`src/rtl/gate_net_frame_loader.sv`:
```
// Packs a byte stream into the gate-network input vector, waits a settle window, then registers the class result.
// Optional malformed-frame counter: define GATE_NET_LOADER_ERRCNT_EN to add the err_cnt port.
module gate_net_frame_loader #(
   parameter int IN_BITS     = 113,
   parameter int EVAL_CYCLES = 1,
   parameter int OUT_BITS    = 2
) (
   input  logic                clk,
   input  logic                rst,
   input  logic                s_valid,
   output logic                s_ready,
   input  logic [7:0]          s_data,
   input  logic                s_last,
   output logic [IN_BITS-1:0]  in_bits,
   input  logic [OUT_BITS-1:0] out_bits,
   output logic                m_valid,
   input  logic                m_ready,
`ifdef GATE_NET_LOADER_ERRCNT_EN
   output logic [7:0]          err_cnt,
`endif
   output logic [OUT_BITS-1:0] m_class
);

   localparam int NBYTES = (IN_BITS + 7) / 8;
   localparam int IDX_W  = $clog2(NBYTES);
   localparam int BIT_W  = $clog2(IN_BITS);
   localparam int CNT_W  = 4;
   localparam logic [IDX_W-1:0] LAST_IDX = IDX_W'(NBYTES - 1);

   typedef enum logic [1:0] {FILL, DRAIN, EVAL, HOLD} state_t;

   // Handshakes: a byte moves when s_valid & s_ready at a rising edge; a result
   // moves when m_valid & m_ready. Both ready/valid outputs are pure flop decodes.
   state_t               state_q, state_d;
   logic [IDX_W-1:0]     idx_q, idx_d;
   logic [CNT_W-1:0]     cnt_q, cnt_d;
   logic [IN_BITS-1:0]   in_bits_q, in_bits_d;
   logic                 m_valid_q, m_valid_d;
   logic [OUT_BITS-1:0]  m_class_q, m_class_d;

   assign s_ready = (state_q == FILL) || (state_q == DRAIN);
   assign in_bits = in_bits_q;
   assign m_valid = m_valid_q;
   assign m_class = m_class_q;

   always_comb begin
      state_d   = state_q;
      idx_d     = idx_q;
      cnt_d     = cnt_q;
      in_bits_d = in_bits_q;
      m_valid_d = m_valid_q;
      m_class_d = m_class_q;
      case (state_q)
         FILL: begin
            if (s_valid) begin
               // The final byte only has room for the leftover bits; its upper bits fall away here.
               for (int i = 0; i < IN_BITS; i++) begin
                  if (idx_q == IDX_W'(i / 8)) in_bits_d[BIT_W'(i)] = s_data[3'(i % 8)];
               end
               if (idx_q == LAST_IDX) begin
                  idx_d = '0;
                  if (s_last) begin
                     state_d = EVAL;
                     cnt_d   = CNT_W'(EVAL_CYCLES - 1);
                  end else begin
                     state_d = DRAIN;
                  end
               end else if (s_last) begin
                  idx_d = '0;
               end else begin
                  idx_d = idx_q + 1'b1;
               end
            end
         end
         DRAIN: begin
            if (s_valid && s_last) state_d = FILL;
         end
         EVAL: begin
            if (cnt_q == '0) begin
               m_class_d = out_bits;
               m_valid_d = 1'b1;
               state_d   = HOLD;
            end else begin
               cnt_d = cnt_q - 1'b1;
            end
         end
         HOLD: begin
            if (m_ready) begin
               m_valid_d = 1'b0;
               state_d   = FILL;
            end
         end
         default: state_d = FILL;
      endcase
   end

   always_ff @(posedge clk) begin
      if (rst) begin
         state_q   <= FILL;
         idx_q     <= '0;
         cnt_q     <= '0;
         in_bits_q <= '0;
         m_valid_q <= 1'b0;
         m_class_q <= '0;
      end else begin
         state_q   <= state_d;
         idx_q     <= idx_d;
         cnt_q     <= cnt_d;
         in_bits_q <= in_bits_d;
         m_valid_q <= m_valid_d;
         m_class_q <= m_class_d;
      end
   end

`ifdef GATE_NET_LOADER_ERRCNT_EN
   logic [7:0] err_cnt_q, err_cnt_d;
   logic       err_det;

   // Short frame: s_last before the final byte. Long frame: no s_last on the final byte.
   assign err_det = (state_q == FILL) && s_valid && ((idx_q == LAST_IDX) ? !s_last : s_last);
   assign err_cnt = err_cnt_q;

   always_comb begin
      err_cnt_d = err_cnt_q;
      if (err_det && (err_cnt_q != 8'hFF)) err_cnt_d = err_cnt_q + 8'd1;
   end

   always_ff @(posedge clk) begin
      if (rst) err_cnt_q <= '0;
      else     err_cnt_q <= err_cnt_d;
   end
`endif

endmodule
```
`config.mk`:
```
export PLATFORM = sky130hd
export DESIGN_NAME = gate_net_frame_loader
export DESIGN_NICKNAME = d
export VERILOG_FILES = /design/src/rtl/gate_net_frame_loader.sv
export SDC_FILE = /design/constraint.sdc
export NUM_CORES = 1
export LEC_CHECK = 0
export CAP_MARGIN = 20
export CORE_MARGIN = 5
export CORE_UTILIZATION = 28
export DETAILED_ROUTE_END_ITERATION = 8
export HOLD_SLACK_MARGIN = 0.02
export SLEW_MARGIN = 20
export SYNTH_ARGS = -nofsm -noshare
export SYNTH_HDL_FRONTEND = slang
export SYNTH_SLANG_ARGS = --single-unit
```
`constraint.sdc`:
```
create_clock -name clk -period 2 [get_ports clk]
set_input_delay 0.5 -clock clk [delete_from_list [all_inputs] [get_ports clk]]
set_output_delay 0.5 -clock clk [all_outputs]
set_load 0.01 [all_outputs]
```
; Word-level counts from Yosys, hierarchy flattened
; Index checks and enable logic that the tools add are counted.
[totals]
regBits = 45
wordCells = 70
input_bits = 15
out_inout_bits = 117
[classes]
eq_ne = 18
n_addsub = 2
n_mux = 17
reduce_logical = 20
[op_table]
columns = cell, count
row1 = $reduce_and 3->1, 9
row2 = $mux 4, 6
row3 = $eq 4x3->1 const B, 4
row4 = $mux 2, 6
row5 = $ne 2x2->1 const B, 5
row6 = $reduce_and 5->1, 2
row7 = $eq 4x2->1 const B, 2
row8 = $logic_not 4->1, 2
row9 = $pmux 2 s4, 1
row10 = $pmux 4 s2, 1
row11 = $add 4x1->4 const B, 1
row12 = $eq 2x2->1 const B, 2
row13 = $eq 4x1->1 const B, 1
row14 = $eq 4x4->1 const B, 1
row15 = $ne 2x1->1 const B, 2
row16 = $reduce_and 2->1, 2
row17 = $reduce_bool 2->1, 2
row18 = $sub 4x1->4 const B, 1
row19 = $eq 2x1->1 const B, 1
row20 = $logic_not 2->1, 1
row21 = $mux 1, 2
row22 = $pmux 1 s2, 1
row23 = $logic_and 1x1->1, 1
row24 = $logic_or 1x1->1, 1

; Depth between registers and ports, before layout
; Gate-level depths: netlist (run 1).
[depth]
ltp_word = 4
depth_mapped = 6
mapped_depth_nobuf = 6

; Worst setup path after synthesis (run 1)
; No wires, ideal clock.
[synth_timing]
path_kind = input-to-reg
start = in s_valid
end = reg idx_q[3]
required_ns = 1.929
arrival_time_ns = 1.462
n_path_buf = 0
setup_time_ns = 0.071
path_stages = 3
slack_ns = 0.467
cell_sequence = or3b_4 -> or4_1 -> a21oi_1
[synth_between]
elab_chain_cells = 1
[synth_rtl]
columns = item, line
row1 = start: declaration, 10  ; input logic s_valid,
row2 = $reduce_and 2->1 (no line), n/a
row3 = end signal: assignment, 107  ; idx_q <= idx_d;
row4 = end: declaration, 35  ; logic [IDX_W-1:0] idx_q, idx_d;
; No other way between the ends.
; A chain may end at the register's enable or synchronous reset.

; Worst setup path after layout (run 1)
[layout_timing]
start = reg state_q[1]
end = out s_ready
[layout_between]
elab_chain_cells = 2
word_cells_on_any_way = 3
classes_between = 1 x eq/ne / 2 x reduce/logical
[layout_rtl]
columns = item, line
row1 = start: declaration, 34  ; state_t state_q, state_d;
row2 = start signal: assignment, 106  ; state_q <= state_d;
row3 = $eq 2x1->1 or $logic_not 2->1 (tied branches), 41  ; assign s_ready = (state_q == FILL) || (state_q == DRAIN);
row4 = $logic_or 1x1->1 *, 41
row5 = end: declaration, 11  ; output logic s_ready,
; Mark *: on every way between the ends. The rest lies on a longest branch, timed or not.

==> results of run 1 <==
==> power groups by stage <==
stage          clock [mW]  combinational, mW  sequential [mW]
2_1_floorplan           0              0.258            0.941
3_3_place_gp            0              0.209            0.938
3_5_place_dp            0              0.210            0.939
4_1_cts             0.593              0.211            0.918
5_1_grt             0.636              0.238            0.920
6_report            0.567              0.216            0.918
==> stage by stage <==
stage	worst slack, ps	TNS (ps)	cells	hold slack, ps	util
floorplan	467.4	0	366	457.0	-
global placement	-121.8	-1802	434	465.4	0.3232
detailed placement	-132.4	-1811	434	476.1	0.3232
CTS	74.66	0	441	487.6	0.3332
global route	23.75	0	441	521.8	0.3332
finish	97.53	0	441	482.0	0.3332
==> cells by family (layout without fill, tap and decap cells) <==
| kind of cell | after synthesis | count (layout) | share of synthesized area |
|---|---|---|---|
| fa+ha+maj | 6 | 6 | 0.02934 |
| mux | 32 | 32 | 0.1252 |
| buf+inv | 102 | 69 | 0.2729 |
| compound gates | 27 | 27 | 0.06650 |
| other cells | 1 | 81 | 0.001466 |
| simple gates | 73 | 73 | 0.1526 |
| flops | 45 | 45 | 0.3521 |
==> area by class of cell <==
type	count	area, sq um
Timing Repair Buffer	54	520.5
Fill cell	939	5872
Sequential cell	45	902.1
Tap cell	108	135.1
Clock buffer	7	86.33
Multi-Input combinational cell	219	1260
Inverter	8	30.03
==> routing by layer <==
layer	routed length [um]	track usage	part of all wire
met5	0	0	0
met2	2403	0.1453	0.45
met3	594	0.04034	0.11
met1	2315	0.1128	0.43
met4	46	0.02498	0.0086
==> synth_stat cells (2+ instances only) <==
cell type / n / area [sq um]
o21ai_0: 6 / 30.03
mux2i_1: 32 / 320.3
a211oi_1: 2 / 15.01
nand3b_2: 4 / 45.04
dfxtp_1: 45 / 900.9
nand3_1: 9 / 45.04
ha_1: 6 / 75.07
inv_1: 8 / 30.03
clkbuf_1: 11 / 41.29
o32ai_1: 2 / 17.52
nor3b_1: 2 / 15.01
o211ai_1: 2 / 15.01
a31oi_1: 2 / 12.51
a21oi_1: 9 / 45.04
nor2_1: 39 / 146.4
nand2_1: 6 / 22.52
buf_4: 82 / 615.6
==> layout by cell type, fill, tap and decap left out, types with 2 or more instances in the layout <==
cell and n:
clkbuf_8 6, buf_4 8, a31oi_1 2, ha_1 6
conb_1 81, dfxtp_1 44, nand3b_2 4, a21oi_1 9
clkdlybuf4s50_1 46, a211oi_1 2, mux2i_1 32, o21ai_0 6
nand2_1 6, nor2_1 39, o211ai_1 2, o32ai_1 2
nor3b_1 2, nand3_1 9, inv_1 8
==> state kept, by name, summed over array words and instances (netlist names) <==
name,cells
in_bits,32
state_q,2
m_valid,1
m_class,2
idx_q,4
cnt_q,4
==> critical path: stages, from the launching register on <==
cell,delay [ps]
dfxtp_2,380
inv_1,150
clkdlybuf4s50_1,580
==> worst max path at each step <==
stage	end	slack, ps	depth (start not counted)
floorplan	idx_q[3]	470	3
global placement	in_bits[49]	-120	6
detailed placement	in_bits[48]	-130	6
CTS	s_ready	70	2
global route	s_ready	20	2
finish	s_ready	100	2
==> metrics.yaml, run 1 <==
worst_setup_path_end_kind: "output port"
seq_area_frac_synth: 0.3521
initial_utilization: 0.2906
clkTransAtPathRegs_ps: 80
r2r-end: "cnt_q[3]"
worstRegToRegCells: 6
grt_usage: 0.09136
cts.sinks: 45
reg2reg_slack_ps: 240
htreeDepth: 2
finalHoldViolCount: 0
antennaDiodeCount: 0
r2r_start: "idx_q[0]"
clock_latency_ps: 290
worst_ep_required_time_ps: 1500
ys_seq_elements: 45
hp-start: "m_class[1]"
p_seq_frac: 0.540
totalWireLength_um: 5360
first_iter_violations: 74
grt_pass1_wl_um: 8445
route.detailed.wl_per_inst_um: 12.15
ir_worst_vdd_mv: 0.3831
cts_tree: "built"
die_h_um: 105.6
detail_route.vias_per_cell: 4.068
ys_async_sr_fraction: 0
synth_ff_type: "dfxtp_1"
maxClockFrequency_mhz: 525.6
cts-buffers-inserted: 5
power_density_nw_per_um2: 579.4
critPathKind: "flop to output port"
netlist_area_sq_um: 2559
fin_crit_sh: 0.9512
pin_count: 132
synth-edff-count: 0
drcViolationCount: 0
nets: 354
detailed_place_hpwl_um: 4051
setup.worst_path.start_class: "flop"
rows: 34
min_to: "m_class[1]"
cts_buffer_depth: 2
period_minus_slack_ps: 1902
hold_depth: 2
avgSynthCellArea_sq_um: 8.947
first_global_vias: 1704
p_leak_nw: 1.399
setup.worst_path.start: "state_q[1]"
cap_violations: 0
dr.pass1.iters: 4
die_width_um: 105.6
cts_resized: 1
critPathArrivalTime_ps: 1400
routed-via-count: 1794
place_congestion: 0.7391
rsz0062_at_grt: "no"
status: "completed"
swShare: 0.2623
synth_cells: 286
stdcell_area_sq_um: 2934
critical_path.max_fanout: 8
finClkSkew_ps: 6.729
antenna_found_initial: 0
port_buffers: 46
grt_max_degree: 29
area_delta_synth_final_pct: 14.67
grt_overflow: 0
drive_gt1_frac: 0.06907
dieArea_sq_um: 11150
ctsHoldBuffers: 0
drv_slew: 0
cts-root-buf: "clkbuf_8"
synthDistinctLibCells: 36
p_int_mw: 1.254
postPlaceCellArea_sq_um: 2846
final_antenna_net_count: 0
setup_viol: 0
power.share.clock: 0.333
hp-class: "flop to flop"
pwr-share-comb: 0.127
cts_setup_buffers: 0
total_power_mw: 1.700
power.switching_mw: 0.4458
core_region_area_sq_um: 8806
yosysWarnings: 0
No activity file was read; power rests on OpenSTA's default activity.
==> inputs of run 2 (changes only) <==
--- a/config.mk
+++ b/config.mk
@@ -6,11 +6,13 @@
 export NUM_CORES = 1
 export LEC_CHECK = 0
 export CAP_MARGIN = 20
+export CELL_PAD_IN_SITES_DETAIL_PLACEMENT = 1
+export CELL_PAD_IN_SITES_GLOBAL_PLACEMENT = 1
 export CORE_MARGIN = 5
 export CORE_UTILIZATION = 28
 export DETAILED_ROUTE_END_ITERATION = 8
 export HOLD_SLACK_MARGIN = 0.02
-export SLEW_MARGIN = 20
+export PLACE_DENSITY_LB_ADDON = 0.1
 export SYNTH_ARGS = -nofsm -noshare
 export SYNTH_HDL_FRONTEND = slang
 export SYNTH_SLANG_ARGS = --single-unit
==> run 2 against run 1 <==
Compared with the run above: critical path depth is the same; final area up 1.7%; clock power up 11%; first-iteration DRC count down 19%; routed wire length grew 14%; maximum frequency is essentially flat; core utilization up 0.57 points; sequential share of layout area decreased by 0.52 points; critical path type unchanged; critical endpoint unchanged; largest cell class unchanged.
==> metrics.yaml, run 2 (same netlist as run 1, synthesis figures left out) <==
cts_buffer_depth: 2  # unchanged
status: "completed"
first_global_vias: 1897  # +11%
rows: 34  # unchanged
antennaDiodeCount: 0  # unchanged
p_seq_frac: 0.520  # -0.020
cts-root-buf: "clkbuf_8"
dr.pass1.iters: 4  # unchanged
p_leak_nw: 1.424  # +1.8%
first_iter_violations: 60  # -19%
dieArea_sq_um: 11150  # unchanged
pin_count: 132  # unchanged
tns_ps: 0  # unchanged
place_congestion: 0.7402  # +0.15%
cts-buffers-inserted: 5  # unchanged
ctsHoldBuffers: 0  # unchanged
finClkSkew_ps: 9.548  # +2.819 ps
swShare: 0.2837  # +0.02141
hp-start: "m_class[0]"
power.share.clock: 0.356  # +0.023
route.detailed.wl_per_inst_um: 13.66  # +12%
setup.worst_path.start_class: "flop"
cp_top_family: "buffers and inverters"
clkTransAtPathRegs_ps: 90  # about the same
max_stage_delay_ps: 560  # -20 ps
area_delta_synth_final_pct: 16.63
drcViolationCount: 0  # unchanged
die_h_um: 105.6  # unchanged
detail_route.vias_per_cell: 4.013  # -1.3%
antenna_found_initial: 0  # unchanged
r2r_start: "idx_q[0]"
totalWireLength_um: 6108  # +14%
ir_worst_vdd_mv: 0.2639  # -31%
path_buf_inv: 2  # unchanged
critPathKind: "flop to output port"
cts_tree: "built"
worst_ep_required_time_ps: 1500  # about the same
maxClockFrequency_mhz: 525.2  # about the same
p_int_mw: 1.265  # +0.90%
place_worst_setup_slack_ps: -89.89  # +42.53 ps
rsz0062_at_grt: "no"
finalHoldViolCount: 0  # unchanged
critical_path.max_fanout: 8  # unchanged
postPlaceCellArea_sq_um: 2884  # +1.3%
setup_viol: 0  # unchanged
routed-via-count: 1794  # unchanged
htreeDepth: 2  # unchanged
cap_violations: 0  # unchanged
cts.sinks: 45  # unchanged
final_common_cell: "conb_1"
clock_latency_ps: 300  # about the same
total_power_mw: 1.767  # +3.9%
largest_reg_flops: 32  # unchanged
drv_slew: 0  # unchanged
finalWorstSetupSlack_ps: 95.81  # -1.714 ps
final_antenna_net_count: 0  # unchanged
period_minus_slack_ps: 1904  # +1.714 ps
drive_gt1_frac: 0.08850  # +0.01943
hp-class: "flop to flop"
port_buffers: 46  # unchanged
fin_crit_sh: 0.9521  # about the same
critPathArrivalTime_ps: 1400  # about the same
detailed_place_hpwl_um: 4596  # +13%
power.switching_mw: 0.5011  # +12%
stdcell_area_sq_um: 2984  # +1.7%
worst_setup_path_end_kind: "output port"
stdcell_count: 447  # +1.4%
nets: 359  # +1.4%
final_cell_mix: "81 x conb_1, 46 x clkdlybuf4s50_1, 44 x dfxtp_1"
grt_pass1_wl_um: 9515  # +13%
pwr-share-comb: 0.124  # -0.003
core_region_area_sq_um: 8806  # unchanged
die_width_um: 105.6  # unchanged
power_density_nw_per_um2: 592.0  # +2.2%
grt_max_degree: 27  # -6.9%
dp.cells: 439  # +1.2%
initial_utilization: 0.2906  # unchanged
cts_resized: 1  # unchanged
crit_slowest_cell: "clkdlybuf4s50_1"
grt_overflow: 0  # unchanged
grt_usage: 0.1058  # +0.01447
cp_cell_sequence: "inv_1 > clkdlybuf4s50_1"
cts_setup_buffers: 0  # unchanged
setup.worst_path.start: "state_q[1]"
[run 2: cell count changes in the layout (fill, tap and decap cells not counted), sizes merged]
cell	delta
buf	+5
clkinvlp	+1
clkbuf	-1
inv	+1
[run 2: per-stage QoR]
| step | hold slack (ps) | utilization |
|---|---|---|
| after global placement | 470.0 | 0.3275 |
| after global routing | 528.3 | 0.3389 |
| final | 487.7 | 0.3389 |
| after CTS | 487.8 | 0.3389 |
| after floorplan | 457.0 | - |
| after detailed placement | 472.1 | 0.3275 |
[run 2: worst reg2reg max path, cell delays in order, from the launching register on]
cell and delay (ps):
dfxtp_1 410, inv_1 110, ha_1 290, and3_1 250, a31oi_1 290, nor2_1 100, o32ai_1 210
[run 2: final timing paths]
path	endpoint	slack, ps	cells after the start
max reg2reg	cnt_q[3]	270	6
max	s_ready	100	2
min reg2reg	m_class[0]	490	2
min	m_class[0]	490	2
[run 2: power groups by stage]
stage | Clock, mW | Sequential (mW) | Combinational (mW)
3_3_place_gp | 0 | 0.939 | 0.216
3_5_place_dp | 0 | 0.939 | 0.216
2_1_floorplan | 0 | 0.941 | 0.258
4_1_cts | 0.670 | 0.919 | 0.217
6_report | 0.629 | 0.918 | 0.219
5_1_grt | 0.698 | 0.921 | 0.245
[run 2: area by class of cell]
type | count | area, sq um
fill | 1075 | 5822
inverter | 8 | 30.03
tap | 108 | 135.1
clock buffer | 6 | 82.58
clock inverter | 2 | 16.27
multi-input combinational | 219 | 1260
timing repair buffer | 59 | 558.0
sequential | 45 | 902.1
[run 2: metal layers]
layer | global-route usage | routed length [um]
met5 | 0 | 0
met2 | 0.1790 | 2930
met4 | 0.03053 | 66
met3 | 0.04890 | 555
met1 | 0.1198 | 2556
==> inputs of run 3 (changes only) <==
--- a/config.mk
+++ b/config.mk
@@ -8,9 +8,9 @@
 export CAP_MARGIN = 20
 export CELL_PAD_IN_SITES_DETAIL_PLACEMENT = 1
 export CELL_PAD_IN_SITES_GLOBAL_PLACEMENT = 1
-export CORE_MARGIN = 5
 export CORE_UTILIZATION = 28
 export DETAILED_ROUTE_END_ITERATION = 8
+export GPL_ROUTABILITY_DRIVEN = 0
 export HOLD_SLACK_MARGIN = 0.02
 export PLACE_DENSITY_LB_ADDON = 0.1
 export SYNTH_ARGS = -nofsm -noshare
==> run 3 against run 2 <==
Compared with the run above: clock skew rose by 2.0 ps; clock power barely moved; first-iteration DRC count fell by 32%; setup slack improved by 11 ps; final cell count did not move.
==> metrics.yaml, run 3 (same netlist as run 1, synthesis figures left out) <==
grt_pass1_wl_um: 9259  # -2.7%
drive_gt1_frac: 0.08850  # unchanged
first_global_vias: 1835  # -3.3%
detail_route.vias_per_cell: 4.112  # +2.5%
crit_slowest_cell: "clkdlybuf4s50_1"
fin_crit_sh: 0.9468  # -0.005320
setup.worst_path.start_class: "flop"
hp-start: "m_class[0]"
final_common_cell: "conb_1"
clkTransAtPathRegs_ps: 100  # about the same
maxClockFrequency_mhz: 528.1  # +0.56%
drcViolationCount: 0  # unchanged
r2r_start: "idx_q[0]"
max_stage_delay_ps: 560  # about the same
initial_utilization: 0.2920  # +0.001411
setup_viol: 0  # unchanged
die_h_um: 97.60  # -7.6%
cts_tree: "built"
area_delta_synth_final_pct: 17.11
power_density_nw_per_um2: 589.7  # -0.39%
critPathArrivalTime_ps: 1390  # about the same
htreeDepth: 2  # unchanged
highest_layer: "met4"
totalWireLength_um: 5643  # -7.6%
finClkSkew_ps: 11.50  # +1.954 ps
cp_cell_sequence: "inv_1 > clkdlybuf4s50_1"
period_minus_slack_ps: 1894  # -10.64 ps
routed-via-count: 1838  # +2.5%
nets: 359  # unchanged
hp-class: "flop to flop"
pin_count: 132  # unchanged
port_buffers: 46  # unchanged
grt_usage: 0.1211  # +0.01524
cts_buffer_depth: 2  # unchanged
hold_depth: 2  # unchanged
rows: 34  # unchanged
dr.pass1.iters: 4  # unchanged
nFillCells: 1048  # -2.5%
detailed_place_hpwl_um: 4063  # -12%
stdcell_area_sq_um: 2997  # +0.42%
dieArea_sq_um: 9525  # -15%
cts.sinks: 45  # unchanged
grt_overflow: 0  # unchanged
core_region_area_sq_um: 8763  # -0.48%
finalHoldViolCount: 0  # unchanged
reg2reg_slack_ps: 340  # +70 ps
wl_met2_um: 2697  # -8.0%
stdcell_count: 447  # unchanged
clock_latency_ps: 300  # about the same
worst_setup_path_end_kind: "output port"
cts-buffers-inserted: 5  # unchanged
critPathKind: "flop to output port"
tns_ps: 0  # unchanged
antenna_found_initial: 0  # unchanged
die_width_um: 97.60  # -7.6%
status: "completed"
min_to: "m_class[0]"
met1_length_um: 2507  # -1.9%
rsz0062_at_grt: "no"
multiInputGateArea_sq_um: 1260  # unchanged
drv_slew: 0  # unchanged
worst_ep_required_time_ps: 1500  # about the same
finalHoldWorstSlack_ps: 498.6  # +10.92 ps
final_cell_mix: "81 x conb_1, 46 x clkdlybuf4s50_1, 44 x dfxtp_1"
postPlaceCellArea_sq_um: 2897  # +0.43%
seqCellArea_sq_um: 902.1  # unchanged
worstRegToRegCells: 6  # unchanged
p_leak_nw: 1.428  # +0.26%
ctsHoldBuffers: 0  # unchanged
critical_path.max_fanout: 8  # unchanged
final_antenna_net_count: 0  # unchanged
ir_worst_vdd_mv: 0.2774  # +5.1%
cap_violations: 0  # unchanged
largest_reg_flops: 32  # unchanged
antennaDiodeCount: 0  # unchanged
cts-root-buf: "clkbuf_8"
grt_max_degree: 46  # +70%
route.detailed.wl_per_inst_um: 12.62  # -7.6%
r2r-end: "cnt_q[2]"
dp.cells: 439  # unchanged
met3WireLength_um: 375  # -32%
first_iter_violations: 41  # -32%
-- run 3: cell count changes in the layout (fill, tap and decap cells not counted) --
cell	before	now
buf_12	0	1
buf_4	13	12
-- run 3: power breakdown --
group	leakage [nW]	internal (mW)	switching (mW)	total (mW)
sequential	0.364	0.908	0.00907	0.917
clock	0.0478	0.285	0.343	0.628
combinational	1.02	0.0747	0.147	0.221
total	1.43	1.27	0.499	1.77
-- run 3: timing repair --
action / CTS / global route
buffers inserted: 0 / 0
resized for setup: 1 / 0
setup endpoints to repair: 1 / 0
-- run 3: layout make-up --
class	instances	area share
Tap cell	108	0.04509
Multi-Input combinational cell	219	0.4205
Inverter	8	0.01002
Timing Repair Buffer	59	0.1904
Sequential cell	45	0.3010
Clock inverter	2	0.005428
Clock buffer	6	0.02756
-- run 3: metal layers --
metal | track usage | vias up
met1 | 0.1459 | 882
met4 | 0.03394 | 0
met2 | 0.2012 | 61
met5 | 0 | -
li1 | - | 889
met3 | 0.04460 | 6
-- run 3: per-stage QoR --
step	utilization	power (mW)	setup slack [ps]
global placement	0.3305	1.157	-60.00
finish	0.3419	1.767	106.5
global route	0.3419	1.865	17.44
floorplan	-	1.199	467.4
CTS	0.3419	1.810	83.25
detailed placement	0.3305	1.158	-106.7
-- run 3: critical path, delay by kind of cell, from the launching register on --
family,cells,cell delay [ps]
buffers and inverters,2,710
DFF,1,380
-- run 3: worst max path at each step --
stage | depth (start not counted) | to | slack [ps] | startpoint
2_1_floorplan | 3 | idx_q[3] | 470 | s_valid
3_3_place_gp | 4 | idx_q[3] | -60 | s_valid
3_5_place_dp | 4 | idx_q[3] | -110 | s_valid
4_1_cts | 2 | s_ready | 80 | state_q[1]
5_1_grt | 2 | s_ready | 20 | state_q[1]
6_report | 2 | s_ready | 110 | state_q[1]
